$ cat src/rtl/cv32e40p_mult_ft_scanner.sv
// rtl/cv32e40p_mult_ft_scanner.sv - scans MULT FT error counters and faulty map over the FT CSR port
// Streams one record per counter plus the map, optionally clearing each counter after it is read.
module cv32e40p_mult_ft_scanner #(
  parameter logic [11:0] CNT_BASE_ADDR = 12'hBE0,  // CSR_MHPMCOUNTERM0_FT
  parameter logic [11:0] MAP_ADDR      = 12'hBF0,  // CSR_PERM_FAULTY_MULT_FT
  parameter logic [31:0] WARN_LEVEL    = 32'd8
) (
  input  logic        clk,
  input  logic        rst,
  input  logic        start_i,
  input  logic        clear_i,
  output logic        busy_o,
  output logic        done_o,
  input  logic        csr_grant_i,
  output logic [11:0] mhpm_addr_o,
  output logic        mhpm_re_o,
  output logic        mhpm_we_o,
  output logic [31:0] mhpm_wdata_o,
  input  logic [31:0] mhpm_rdata_i,
  output logic        rec_valid_o,
  input  logic        rec_ready_i,
  output logic [3:0]  rec_idx_o,
  output logic [31:0] rec_data_o,
  output logic        rec_warn_o,
  output logic [11:0] warn_map_o,
  output logic [11:0] faulty_map_o
);

  typedef enum logic [2:0] {S_IDLE, S_RD, S_EMIT, S_CLR, S_DONE} state_t;

  localparam logic [3:0] MAP_IDX = 4'd12;

  state_t      state_q, state_d;
  logic [3:0]  idx_q, idx_d;
  logic        clr_q, clr_d;
  logic [31:0] rec_data_q, rec_data_d;
  logic        rec_warn_q, rec_warn_d;
  logic [11:0] warn_map_q, warn_map_d;
  logic [11:0] faulty_map_q, faulty_map_d;
  logic [11:0] cnt_addr;
  logic        rd_warn;

  assign cnt_addr = CNT_BASE_ADDR + {8'd0, idx_q};

  always_comb begin
    state_d      = state_q;
    idx_d        = idx_q;
    clr_d        = clr_q;
    rec_data_d   = rec_data_q;
    rec_warn_d   = rec_warn_q;
    warn_map_d   = warn_map_q;
    faulty_map_d = faulty_map_q;
    mhpm_addr_o  = '0;
    mhpm_re_o    = 1'b0;
    mhpm_we_o    = 1'b0;
    mhpm_wdata_o = '0;
    // The map record warns on any faulty unit; counters warn on level
    rd_warn = (idx_q == MAP_IDX) ? (|mhpm_rdata_i[11:0]) : (mhpm_rdata_i >= WARN_LEVEL);

    case (state_q)
      S_IDLE: begin
        if (start_i) begin
          idx_d      = '0;
          clr_d      = clear_i;
          warn_map_d = '0;
          state_d    = S_RD;
        end
      end
      S_RD: begin
        mhpm_addr_o = (idx_q == MAP_IDX) ? MAP_ADDR : cnt_addr;
        mhpm_re_o   = csr_grant_i;
        if (csr_grant_i) begin
          rec_data_d = mhpm_rdata_i;
          rec_warn_d = rd_warn;
          if (idx_q == MAP_IDX) begin
            faulty_map_d = mhpm_rdata_i[11:0];
          end else begin
            warn_map_d[idx_q] = warn_map_q[idx_q] | rd_warn;
          end
          state_d = S_EMIT;
        end
      end
      S_EMIT: begin
        if (rec_ready_i) begin
          if (idx_q == MAP_IDX) begin
            state_d = S_DONE;
          end else if (clr_q) begin
            state_d = S_CLR;
          end else begin
            idx_d   = idx_q + 4'd1;
            state_d = S_RD;
          end
        end
      end
      S_CLR: begin
        mhpm_addr_o = cnt_addr;
        mhpm_we_o   = csr_grant_i;
        if (csr_grant_i) begin
          idx_d   = idx_q + 4'd1;
          state_d = S_RD;
        end
      end
      S_DONE:  state_d = S_IDLE;
      default: state_d = S_IDLE;
    endcase
  end

  always_ff @(posedge clk) begin
    if (rst) begin
      state_q      <= S_IDLE;
      idx_q        <= '0;
      clr_q        <= 1'b0;
      rec_data_q   <= '0;
      rec_warn_q   <= 1'b0;
      warn_map_q   <= '0;
      faulty_map_q <= '0;
    end else begin
      state_q      <= state_d;
      idx_q        <= idx_d;
      clr_q        <= clr_d;
      rec_data_q   <= rec_data_d;
      rec_warn_q   <= rec_warn_d;
      warn_map_q   <= warn_map_d;
      faulty_map_q <= faulty_map_d;
    end
  end

  assign busy_o       = (state_q != S_IDLE);
  assign done_o       = (state_q == S_DONE);
  assign rec_valid_o  = (state_q == S_EMIT);
  assign rec_idx_o    = rec_valid_o ? idx_q : 4'd0;
  assign rec_data_o   = rec_valid_o ? rec_data_q : 32'd0;
  assign rec_warn_o   = rec_valid_o & rec_warn_q;
  assign warn_map_o   = warn_map_q;
  assign faulty_map_o = faulty_map_q;

endmodule

$ cat config.mk
export PLATFORM = sky130hd
export DESIGN_NAME = cv32e40p_mult_ft_scanner
export DESIGN_NICKNAME = d
export VERILOG_FILES = /design/src/rtl/cv32e40p_mult_ft_scanner.sv
export SDC_FILE = /design/constraint.sdc
export NUM_CORES = 1
export LEC_CHECK = 0
export BUFFER_PORTS_ARGS = -buffer_cell sky130_fd_sc_hd__buf_2
export CORE_ASPECT_RATIO = 1.1
export CORE_MARGIN = 2
export CORE_UTILIZATION = 40
export DETAILED_ROUTE_END_ITERATION = 10
export PLACE_DENSITY = 0.69
export REMOVE_ABC_BUFFERS = 1
export SETUP_SLACK_MARGIN = 0.4
export SYNTH_ARGS = -nofsm -noshare
export SYNTH_HDL_FRONTEND = slang
export SYNTH_SLANG_ARGS = --single-unit
$ cat constraint.sdc
create_clock -name clk -period 2.8 [get_ports clk]
set_input_delay 0.14 -clock clk [delete_from_list [all_inputs] [get_ports clk]]
set_output_delay 0.14 -clock clk [all_outputs]
set_load 0.02 [all_outputs]
==> impl_results.md <==
- Post-synth top cells: nand2_1 (81), dfxtp_1 (65), a21oi_1 (63)
- Sequential group share of total power: 0.433
- Fmax: 455 MHz
- Sw Ratio: 0.299
- ANT nets after route: 0
- H-tree Lvls: 3
- Crit. End Element: output port
- GP Congestion: 0.888
- Port bufs: 114
- Worst-Margin Slew: 0.683 ns
- Worst-path cell chain: inv_1, ha_1, nand3_1, buf_4, nor2_1, nor3_1, buf_2
- Initial DRT Pass Iterations: 5
- Slew Limit Fails: 0
- Post-CTS Setup Inserts: 0
- Worst-case clock buffer depth: 2
- Critical path launch point type: flop
- Final min period: 2.20 ns
- Synth area leaders: dfxtp_1 (39%), a21oi_1 (9.4%), nand2_1 (9.0%)
- Iter 0 DRT Violations: 110
- Syn Inst Count: 427
- Die Wd: 91.5 um
- R2R Setup Slk: 0.73 ns
- Number of global-route vias before repair: 3030
- Max FO, Critical Path: 18
- Hpwl dp: 6570 um
- Synth async-reset ratio: 0
- Worst-path cell with the longest stage delay: dfxtp_2
- TNS Setup: 0 ns
- Comb power frac: 0.169
- DR DRC count: 0
- Gr ovfl total: 0
- Final setup violation count: 0
- Die area: 0.00917 mm^2
- Vias per std cell: 5.11
- Psw: 686 uW
- Ports: 148
- Register area share after synthesis: 0.386
- Grt met1 use: 0.254
- Synth Register Bits: 65
- Post-synth EDFFs: 0
- Clock power frac: 0.399
- Layout net count: 566
- GR Util All Layers: 0.204
- Count leader, synth: nand2_1
- RSZ-0062 raised after global routing: false
- Busiest grt layer: met2
- Vias: 3271
- Core region area: 0.00828 mm^2
- Syn. warnings: 0
- Post-Syn Area: 0.00337 mm^2
- Cell Int Power: 1610 uW
- P&R area growth vs syn: 21.4%
- TritonCTS clock tree: yes
- Req. time, crit path: 2.66 ns
- Period Utilization, post-route: 0.786
- Hold WC Path Type: primary input to flop
- Dominant cell type by area after synthesis: dfxtp_1
- Routed WL: 9290 um
- Fin Hold WS: 0.0344 ns
- Met3 global-route usage: 0.0773
- Relative slew slack: 0.532
- Initial antenna violation count: 0
- Critical path's largest stage delay: 0.44 ns
- Area share of the largest cell type after synthesis: 0.386
- Maxcap violations: 0
- GR Util met2: 0.324
- First-pass GRT wire length: 15000 um
- Post-route insts no fill: 640
- Mapped Avg Cell Area: 7.89 um^2
- Total CTS buffers: 9
- Final hold vios: 0
- DIE HEIGHT: 100 um
- Status: finished, final reports clean
- Routed wire per std cell: 14.5 um
- Fin Clk Skew: 0.0123 ns
- Gates resized, CTS repair: 0
- Layout cell share with drive strength beyond 1: 0.285
- CP arrival: 2.06 ns
- Starting Density: 0.407
- CTS Root Cell: clkbuf_8
- Clk_lat worst skew: 0.35 ns
- Critical path type: flop to output port
- Prevailing post-synth register cell: dfxtp_1
- Largest vdd supply drop: 0.351 mV
- Clk sinks: 65
- Hold buffers post-CTS: 0
- Total inserted antenna cells: 0
- FP Rows: 35
- Cell Pwr Density: 562 mW/mm^2
- Cells after DPL: 624
- Largest net degree at the start of global routing: 50
- Lkg Pwr: 0.00181 uW
- Synth unique cells: 40
- Clock Pin Slew Worst Setup and Hold Paths: 0.08 ns
[power groups by stage]
stage          clock network [uW]  logic, uW  registers [uW]
2_1_floorplan                   0        236            1010
3_5_place_dp                    0        386            1010
4_1_cts                       933        387             993
6_report                      916        387             994
5_1_grt                       970        430             999
3_3_place_gp                    0        383            1010
[cell usage in the layout (no fill, tap or decap), types with 3 or more instances in the layout]
cell	count
and2_1	37
dfxtp_1	64
a21oi_1	63
clkbuf_8	10
a311oi_1	13
buf_2	114
nor2_1	12
nand3_1	5
or4_1	3
nor3_1	11
nand2_1	81
ha_1	4
mux2i_1	3
buf_4	7
o21ai_0	16
mux4_2	3
conb_1	33
inv_1	7
nor4b_2	3
nor4_1	5
[final timing paths]
kind	cells past startpoint	startpoint	endpoint
setup / recovery	7	idx_q[1]	mhpm_addr_o[0]
setup reg to reg	6	idx_q[1]	warn_map_o[10]
hold / removal	3	mhpm_rdata_i[20]	rec_data_q[20]
hold reg to reg	2	rec_data_q[0]	rec_data_q[0]
[through the flow]
| step | setup slack (ns) | cell area, um^2 | utilization | power (uW) |
|---|---|---|---|---|
| detailed placement | 0.632 | 3850 | 0.466 | 1400 |
| CTS | 0.438 | 4080 | 0.493 | 2310 |
| finish | 0.600 | 4090 | 0.494 | 2300 |
| global placement | 0.655 | 3850 | 0.466 | 1400 |
| floorplan | -0.727 | 3080 | - | 1250 |
| global route | 0.413 | 4090 | 0.494 | 2400 |
[sequential cells by signal, summed over array words and instances, names as in the netlist]
signal,count
warn_map_o,12
state_q,3
idx_q,4
rec_warn_q,1
faulty_map_o,12
rec_data_q,32
clr_q,1
[critical path: cells and delay by family (launching register included)]
kind	cells	cell delay [ns]
buffers and inverters	3	0.54
AND/OR/NAND/NOR	3	0.46
flip-flops	1	0.44
adder cells (fa/ha/maj)	1	0.28
[cells by family (layout without fill, tap and decap cells)]
group           Yosys count  count (layout)  share of synthesized area
fa+ha+maj                 4               4                     0.0149
simple gates            173             173                      0.262
flops                    65              65                      0.386
mux                       6               6                     0.0290
compound gates          103             103                      0.178
buf+inv                  75             145                      0.129
other cells               1              33                    0.00111
[routing by layer]
| metal | wire length (um) | vias to the layer above |
|---|---|---|
| met3 | 901 | 8 |
| met4 | 115 | 0 |
| li1 | - | 1584 |
| met2 | 4370 | 155 |
| met1 | 3900 | 1524 |
| met5 | 0 | - |
[layout make-up]
cell class                 count  area [um^2]
clock buffer                  10          138
clock inverter                 6         90.1
fill                         820         4190
inverter                       8         33.8
multi-input combinational    319         1760
sequential                    65         1300
tap                          111          139
timing repair buffer         121          623
Power figures use the tool's default switching activity.
